`src/rtl/regfile_mp_pkg.sv`:
```
// Shared constants and the register-address type used by decode, writeback and the register file.
package regfile_mp_pkg;
  localparam int WIDTH_DEF  = 32;
  localparam int ADDR_W_DEF = 5;
  localparam int NRD_DEF    = 2;
  localparam int NWR_DEF    = 2;

  typedef logic [ADDR_W_DEF-1:0] reg_addr_t;
endpackage

```
`src/rtl/regfile_mp_read_port.sv`:
```
// One combinational read port: stored value, optional same-cycle write forwarding, x0 and reset masking.
module rf_read_port #(
  parameter int WIDTH    = 32,
  parameter int ADDR_W   = 5,
  parameter int NWR      = 2,
  parameter int BYPASS   = 1,
  parameter int ZERO_REG = 1
) (
  input  logic                  rst_n,
  input  logic [ADDR_W-1:0]     raddr,
  input  logic [WIDTH-1:0]      stored,
  input  logic [NWR-1:0]        wen,
  input  logic [NWR*ADDR_W-1:0] waddr,
  input  logic [NWR*WIDTH-1:0]  wdata,
  output logic [WIDTH-1:0]      rdata
);
  always_comb begin
    rdata = stored;
    // Later ports override earlier ones so the forwarded value matches the write that lands.
    for (int j = 0; j < NWR; j++) begin
      if (BYPASS != 0 && wen[j] && waddr[j*ADDR_W +: ADDR_W] == raddr) begin
        rdata = wdata[j*WIDTH +: WIDTH];
      end
    end
    if ((ZERO_REG != 0 && raddr == '0) || !rst_n) begin
      rdata = '0;
    end
  end
endmodule

```
`src/rtl/regfile_mp.sv`:
```
// Multi-port register file with per-register busy scoreboard and registered busy population count.
module regfile_mp
  import regfile_mp_pkg::*;
#(
  parameter int WIDTH    = WIDTH_DEF,
  parameter int ADDR_W   = ADDR_W_DEF,
  parameter int NRD      = NRD_DEF,
  parameter int NWR      = NWR_DEF,
  parameter int BYPASS   = 1,
  parameter int ZERO_REG = 1
) (
  input  logic                  clk,
  input  logic                  rst_n,
  input  logic [NRD*ADDR_W-1:0] raddr,
  output logic [NRD*WIDTH-1:0]  rdata,
  output logic [NRD-1:0]        rbusy,
  input  logic [NWR-1:0]        wen,
  input  logic [NWR*ADDR_W-1:0] waddr,
  input  logic [NWR*WIDTH-1:0]  wdata,
  input  logic [NWR-1:0]        wclr,
  input  logic                  alloc_en,
  input  logic [ADDR_W-1:0]     alloc_addr,
  output logic [ADDR_W:0]       busy_cnt
);
  localparam int DEPTH = 2**ADDR_W;

  logic [WIDTH-1:0] regs [DEPTH];
  logic [DEPTH-1:0] busy;
  logic [DEPTH-1:0] busy_nxt;
  logic [ADDR_W:0]  cnt_nxt;

  // Clears first, alloc last: a new producer supersedes the one retiring in the same cycle.
  always_comb begin
    busy_nxt = busy;
    for (int i = 0; i < NWR; i++) begin
      if (wen[i] && wclr[i]) begin
        busy_nxt[waddr[i*ADDR_W +: ADDR_W]] = 1'b0;
      end
    end
    if (alloc_en) begin
      busy_nxt[alloc_addr] = 1'b1;
    end
    if (ZERO_REG != 0) begin
      busy_nxt[0] = 1'b0;
    end
    cnt_nxt = '0;
    for (int k = 0; k < DEPTH; k++) begin
      cnt_nxt = cnt_nxt + (ADDR_W+1)'(busy_nxt[k]);
    end
  end

  always_ff @(posedge clk or negedge rst_n) begin
    if (!rst_n) begin
      for (int k = 0; k < DEPTH; k++) begin
        regs[k] <= '0;
      end
      busy     <= '0;
      busy_cnt <= '0;
    end else begin
      // Ascending loop: the highest enabled port targeting an address is the last assignment.
      for (int i = 0; i < NWR; i++) begin
        if (wen[i] && !(ZERO_REG != 0 && waddr[i*ADDR_W +: ADDR_W] == '0)) begin
          regs[waddr[i*ADDR_W +: ADDR_W]] <= wdata[i*WIDTH +: WIDTH];
        end
      end
      busy     <= busy_nxt;
      busy_cnt <= cnt_nxt;
    end
  end

  for (genvar r = 0; r < NRD; r++) begin : g_rd
    logic [ADDR_W-1:0] ra;
    assign ra = raddr[r*ADDR_W +: ADDR_W];

    rf_read_port #(
      .WIDTH    (WIDTH),
      .ADDR_W   (ADDR_W),
      .NWR      (NWR),
      .BYPASS   (BYPASS),
      .ZERO_REG (ZERO_REG)
    ) u_port (
      .rst_n  (rst_n),
      .raddr  (ra),
      .stored (regs[ra]),
      .wen    (wen),
      .waddr  (waddr),
      .wdata  (wdata),
      .rdata  (rdata[r*WIDTH +: WIDTH])
    );

    // Registered state only, so a same-cycle alloc or clear shows up one cycle later.
    assign rbusy[r] = rst_n & busy[ra];
  end
endmodule

```
`config.mk`:
```
export PLATFORM = sky130hd
export DESIGN_NAME = regfile_mp
export DESIGN_NICKNAME = d
export VERILOG_FILES = /design/src/rtl/regfile_mp_pkg.sv /design/src/rtl/regfile_mp_read_port.sv /design/src/rtl/regfile_mp.sv
export SDC_FILE = /design/constraint.sdc
export NUM_CORES = 2
export LEC_CHECK = 0
export BUFFER_PORTS_ARGS = -buffer_cell sky130_fd_sc_hd__buf_2
export CORE_UTILIZATION = 50
export DETAILED_ROUTE_END_ITERATION = 7
export GPL_TIMING_DRIVEN = 0
export PLACE_DENSITY_LB_ADDON = 0.3
export SYNTH_ARGS = -nofsm -noshare
export SYNTH_HDL_FRONTEND = slang
export SYNTH_SLANG_ARGS = --single-unit
```
`constraint.sdc`:
```
create_clock -name clk -period 4.5 [get_ports clk]
set_input_delay 0.9 -clock clk [delete_from_list [all_inputs] [get_ports clk]]
set_output_delay 0.9 -clock clk [all_outputs]
set_load 0.005 [all_outputs]
```
-- Yosys cells after proc, flatten, opt, wreduce, memory -nomap -nowiden
Cells that the tools add are included.
- register bits: 1061
- bits of input ports: 96
- output and inout port bits: 72
- logic and storage cells: 148
- add/subtract/negate cells: 30
- magnitude comparators: 14
- equal/unequal tests: 4
- muxes and demuxes: 33
- bitwise operators: 11
- reductions and logical operators: 22
- operators by type and width (kind ; number):
    $bwmux 1024 ; 2
    $mux 1024 ; 2
    $mux 32 ; 15
    $bmux 32 s5 ; 2
    $demux 32 s5 ; 2
    $add 6x1->6 ; 25
    $and 32x32->32 ; 2
    $not 32->32 ; 2
    $or 32x32->32 ; 1
    $lt 5x6->1 const B ; 5
    $ge 6x6->1 const B ; 4
    $not 5->6 ; 4
    $eq 5x5->1 ; 4
    $logic_not 5->1 ; 4
    $demux 1 s5 ; 3
    $ge 5x1->1 const B ; 3
    $logic_and 1x1->1 ; 13
    $lt 6x1->1 const B ; 2
    $bmux 1 s5 ; 2
    $add 5x1->6 ; 1
    $add 4x1->5 ; 1
    $mux 1 ; 5
    $add 3x1->4 ; 1
    $add 2x1->3 ; 1
    4 further kinds ; 8

-- Depth between registers and ports, before layout
- word-level depth: 41
- mapped depth: 23
- depth with buffers taken out: 22

-- Cells and area by module
From an unflattened synthesis, not the netlist that was laid out.
- cell total of the unflattened synthesis: 6122
- area total of the unflattened synthesis: 68465.7 µm²
- by module, submodules not included (module ; instances ; cells each ; area an instance (µm²)):
    regfile_mp ; 1 ; 5770 ; 65770.6
    rf_read_port ; 2 ; 176 ; 1347.5

-- Worst setup path before layout
No wires, ideal clock.
- path type: input-to-reg
- start: in waddr[3]
- end: reg busy_cnt[4]
- library setup time: 0.080 ns
- arrival: 6.294 ns
- setup slack: -1.874 ns
- stages on the path: 22
- path through: buf_4 or3_4 nor3b_4 buf_2 nand2_1 o211ai_1 o21ai_0 fa_1 fa_1 inv_1 fa_1 fa_1 fa_1 inv_1 fa_1 fa_1 inv_1 fa_1 inv_1 a21o_1 a21oi_1 xnor2_1
- cells in the longest elaborated chain, start to end: 41
- elaborated cells between the ends (all ways): 42
- those cells by class: add/sub (30); order compare (2); mux (5); bitwise (4); reduce/logical (1)
- RTL lines (what ; line ; text):
    start: declaration ; regfile_mp.sv:18 ; input logic [NWR*ADDR_W-1:0] waddr,
    $lt 5x6->1 (not written as such) or $ge 5x1->1 (tied branches) ; regfile_mp.sv:37 ; busy_nxt[waddr[i*ADDR_W +: ADDR_W]] = 1'b0;
    $logic_and 1x1->1 (not written as such) ; regfile_mp.sv:37 ;
    $mux 1 (not written as such) ; regfile_mp.sv:37 ;
    $demux 1 s5 (*) ; regfile_mp.sv:37 ;
    $not 32->32 (no line) (*) ; - ;
    $and 32x32->32 (no line) (*) ; - ;
    $mux 32 (*) ; regfile_mp.sv:36 ; if (wen[i] && wclr[i]) begin
    $and 32x32->32 (no line) ; - ;
    (+3 left out) ; - ;
    net busy_nxt[1] ; regfile_mp.sv:29 ; logic [DEPTH-1:0] busy_nxt;
    $add 1x1->2 (*) ; regfile_mp.sv:48 ; cnt_nxt = cnt_nxt + (ADDR_W+1)'(busy_nxt[k]);
    $add 2x1->3 (*) ; regfile_mp.sv:48 ;
    $add 3x1->4 (*) ; regfile_mp.sv:48 ;
    $add 4x1->5 (*) ; regfile_mp.sv:48 ;
    $add 5x1->6 (*) ; regfile_mp.sv:48 ;
    $add 6x1->6 (*) (25 in a row) ; regfile_mp.sv:48 ;
    net cnt_nxt[4] ; regfile_mp.sv:30 ; logic [ADDR_W:0] cnt_nxt;
    end signal: assignment ; regfile_mp.sv:67 ; busy_cnt <= cnt_nxt;
    end: declaration ; regfile_mp.sv:23 ; output logic [ADDR_W:0] busy_cnt
Mark *: on every way through the listed nets, which the timed path passes. The rest lies on a longest branch.

-- Worst setup path after layout
- start: in waddr[4]
- end: reg busy_cnt[4]
Same word-level chain as after synthesis.

==> impl_summary.md <==
STA
The transition time at the pin with the least slew margin is 1.63 ns. The final setup slack of the worst path is -1.16 ns. The number of slew-limit violations in the final report is 11. Setup violations remaining at the end of the flow were counted as 50. The peak clock frequency supported by timing is 0.177 GHz. Measured against its own limit, the worst slew margin works out to -0.0876. The final setup TNS is -10.24 ns. The maximum clock skew at final layout is 0.0215 ns. The shortest clock period the worst path allows after layout is 5.66 ns.

Setup repair after global routing could not meet its margin everywhere. The final critical-path share of the clock period is 1.26. The hold violation count in the final report is 0.

Floorplan
In this run the core area contains 135 standard-cell rows. The core region is 0.136 sq mm. Measured along the y axis, the die boundary spans 373 microns. Measured along the x axis, the die boundary spans 373 microns. The die area is 0.139 sq mm. The effective utilization at floorplan is 0.506. In this run the count of I/O pins placed on the die edge is 168.

CTS
For this design, the sink count on the clock tree is 1061. Clock tree synthesis selected as its root buffer the cell sky130_fd_sc_hd__clkbuf_16. The clock slew at the register clock pins of the worst setup and hold paths is 0.06 ns. In this run the number of H-tree levels came out at 4. The number of hold buffers added after CTS was 0. Counting the buffers created by CTS gives 131. The CTS tree is built. The insertion delay of the later-clocked pin in the worst-skew pair is 0.80 ns. The worst-case clock buffer depth is 3.

Global routing
The global-route track usage on met3 is 0.219. In the global route stage, overall resource usage came out at 0.517. For this run, global-route usage on met1 was measured as 0.627. In this run the most used layer during global routing was met2. The largest net degree at the start of global routing is 154. The initial antenna violation count is 28. The global-route wire length before repair is 492000 microns.

The met2 usage in global routing is 0.712. The number of global-route vias before repair was 61200. After global routing the overflow that remains totals 0.

Synth
The number of distinct library cells after synthesis is 67. The number of warnings issued by yosys is 0. The synthesized netlist occupies a cell area of 0.0688 sq mm.

Synthesis produced 6591 cells. The synthesized area per cell is 10.4 sq um. Among all flip-flop cells after synthesis, the most frequent one is sky130_fd_sc_hd__dfrtp_1. The number of nets produced by synthesis is 6717. Ranked by total cell area, the synthesized netlist is headed by sky130_fd_sc_hd__dfrtp_1 39%, sky130_fd_sc_hd__mux2i_1 17%, sky130_fd_sc_hd__mux4_2 15%.

The area share of the largest cell type after synthesis is 0.386. The proportion of synthesized chip area in sequential cells is 0.386. Yosys mapped a number of flops with a built-in enable equal to 0. The number of flip-flops and latches in the synthesized netlist is 1061. The largest total area in the synthesized netlist belongs to sky130_fd_sc_hd__dfrtp_1. For this run, asynchronously set or reset flops after synthesis account for 1.00.

Worst setup path
The worst reg2reg path endpoint is busy_cnt[4]. The critical path runs through a total of 22 cells. The highest-delay cell along the critical path is sky130_fd_sc_hd__fa_1.

STA classifies the critical path startpoint as a primary input. The critical path is of the in -> reg type. The most prevalent standard cell on the critical path is sky130_fd_sc_hd__fa_1. The largest stage delay on the critical path is 0.51 ns. In this run the register-to-register setup slack is -0.57 ns. In this run the critical register-to-register path is launched from busy[18].

The type of element capturing the critical path is a flip-flop. Of all nets on the critical path, the largest fanout is 5. The count of buffering cells on the critical path with inverters included is 6.

The kind of cell with the highest combined delay on the critical path is adder cells. The critical path data arrival time is 6.36 ns. The required time reported for the critical path endpoint is 5.21 ns. The critical path goes through buf_12, or3_4, nor3b_4, buf_12, nand2_4, o211ai_1, o21ai_2, fa_1, fa_1, inv_1, fa_1, fa_1, fa_1, inv_1, fa_1, fa_2, inv_2, fa_2, inv_1, a21o_1, a21oi_2, xnor2_1. The count of cells along the worst register-to-register path is 19.

Finish
The final layout contains 7006 nets. The final-layout fill cell count is 11900. The area of all placed cells without fillers is 0.0782 sq mm. Summing all multi-input logic gate instances after layout gives 0.0386 sq mm. Registers take 0.0266 sq mm. The layout overhead on the synthesized area is 13.6%.

The layout cell share with drive strength beyond 1 is 0.203. Leaving out fill and tap cells, the most frequent cells in the layout are 1170 x sky130_fd_sc_hd__mux2i_1, 1061 x sky130_fd_sc_hd__dfrtp_1, 606 x sky130_fd_sc_hd__nand2_1, 604 x sky130_fd_sc_hd__a21oi_1, 575 x sky130_fd_sc_hd__nor2_1. The commonest non-fill, non-tap cell in the layout is sky130_fd_sc_hd__mux2i_1.

Power and ir drop
The leakage component of the power is 32.5 nW. The maximum resistive drop on vdd is 3.20 mV. In this run the power density over the cells is 507 mW/mm^2.

Detailed routing
The routed wire length is 366000 microns. The number of DRC violations after detailed routing is 0. After detailed routing, the average wire length per cell comes to 41.7 microns. Before antenna repair, the detailed router went through 8 iterations.

The remaining antenna violation count is 0. After the first detailed-routing iteration, the DRC count stood at 11600. Detailed routing inserted a total of 64300 vias. In the routed layout, each cell is associated on average with a via count of 7.33.

Place
The HPWL after detailed placement is 277000 microns. Input and output buffers added on the ports amount to 96. Summing all placed instances gives a cell area of 0.0717 sq mm. The congestion estimate from routability-driven global placement came to 1.09.

Min path
In this run the worst hold path is classified as in -> async.

Job
The number of max-cap violations is 2.

Outcome
The checks that failed: max-capacitance violations, max-slew violations, negative setup slack. The flow ran to the end, but the final reports show violations.
through the flow:
step	hold WS (ns)	setup slack (ns)	utilization	cells	total power, mW
finish	0.0198	-1.16	0.575	8773	39.6
global route	0.0433	-1.29	0.575	8757	40.8
CTS	0.0143	-1.13	0.571	8736	38.5
detailed placement	0.466	-3.15	0.528	8475	27.1
global placement	0.452	-22.46	0.526	8468	26.8
floorplan	0.441	-1.63	-	6591	22.6
worst max path at each step:
stage | from | end | slack [ns]
2_1_floorplan | waddr[4] | busy_cnt[4] | -1.63
3_3_place_gp | rst_n | regs[830] | -22.46
3_5_place_dp | waddr[2] | busy_cnt[4] | -3.15
4_1_cts | waddr[4] | busy_cnt[4] | -1.13
5_1_grt | waddr[4] | busy_cnt[4] | -1.29
6_report | waddr[4] | busy_cnt[4] | -1.16
synthesized netlist by cell type, drive strengths merged, types with 16 or more instances:
cell type	number
a211o	31
a211oi	62
a21oi	617
a22oi	31
a32oi	43
and3	17
buf	330
clkbuf	512
dfrtp	1061
fa	23
inv	42
mux2	37
mux2i	1171
mux4	462
nand2	616
nand3	61
nand4	24
nor2	600
nor2b	65
o21ai	509
o221ai	122
o22ai	33
xor2	16
timing repair:
| item | CTS | global route |
|---|---|---|
| resized for setup | 305 | 119 |
| setup buffers | 24 | 19 |
| pin swaps | 17 | 9 |
| hold endpoints to repair | 0 | 0 |
| gates cloned | 11 | 2 |
| endpoints found under the setup margin | 71 | 56 |
routing by layer:
layer	routed length (microns)	vias to the layer above	part of all wire
met4	37200	18	0.10
met3	54400	1555	0.15
met1	126000	32200	0.35
met2	148000	5929	0.40
met5	272	-	0.00074
li1	-	24700	-
state kept, by name, summed over array words and instances, names as in the netlist:
name / flops
busy_cnt: 6
busy: 31
regs: 1024
worst reg2reg max path: stages, from the launching register on:
cell and delay (ns):
sky130_fd_sc_hd__dfrtp_1 0.46, sky130_fd_sc_hd__o221ai_4 0.12, sky130_fd_sc_hd__o21ai_4 0.11, sky130_fd_sc_hd__fa_1 0.55, sky130_fd_sc_hd__inv_1 0.05, sky130_fd_sc_hd__fa_1 0.48, sky130_fd_sc_hd__inv_1 0.05, sky130_fd_sc_hd__fa_1 0.52
sky130_fd_sc_hd__inv_2 0.05, sky130_fd_sc_hd__fa_1 0.49, sky130_fd_sc_hd__fa_1 0.51, sky130_fd_sc_hd__inv_1 0.06, sky130_fd_sc_hd__fa_1 0.45, sky130_fd_sc_hd__fa_2 0.36, sky130_fd_sc_hd__inv_2 0.07, sky130_fd_sc_hd__fa_2 0.19
sky130_fd_sc_hd__inv_1 0.04, sky130_fd_sc_hd__a21o_1 0.16, sky130_fd_sc_hd__a21oi_2 0.13, sky130_fd_sc_hd__xnor2_1 0.13
where the power goes:
group | internal [mW] | switching (mW)
sequential | 12.1 | 2.20
clock | 6.33 | 4.68
combinational | 6.77 | 7.48
total | 25.2 | 14.4
logic make-up (layout without fill, tap and decap cells):
| family | Yosys count | in the layout | synth area share |
|---|---|---|---|
| compound gates | 1481 | 1481 | 0.124 |
| xor+xnor | 23 | 23 | 0.00293 |
| fa+ha+maj | 30 | 30 | 0.00797 |
| buf+inv | 884 | 1268 | 0.0623 |
| flops | 1061 | 1061 | 0.386 |
| mux | 1670 | 1670 | 0.328 |
| other cells | 0 | 17 | 0 |
| simple gates | 1442 | 1442 | 0.0891 |
cell type report:
| class | instances | area share |
|---|---|---|
| repair buffers | 159 | 0.0184 |
| inverters | 42 | 0.00202 |
| clock inverters | 36 | 0.00488 |
| clock buffers | 192 | 0.0502 |
| flip-flops and latches | 1061 | 0.340 |
| multi-input cells | 4646 | 0.494 |
| plain buffers | 839 | 0.0617 |
| diodes | 17 | 0.000544 |
| well taps | 1781 | 0.0285 |
Note: power is estimated with default switching activity, not from simulation.
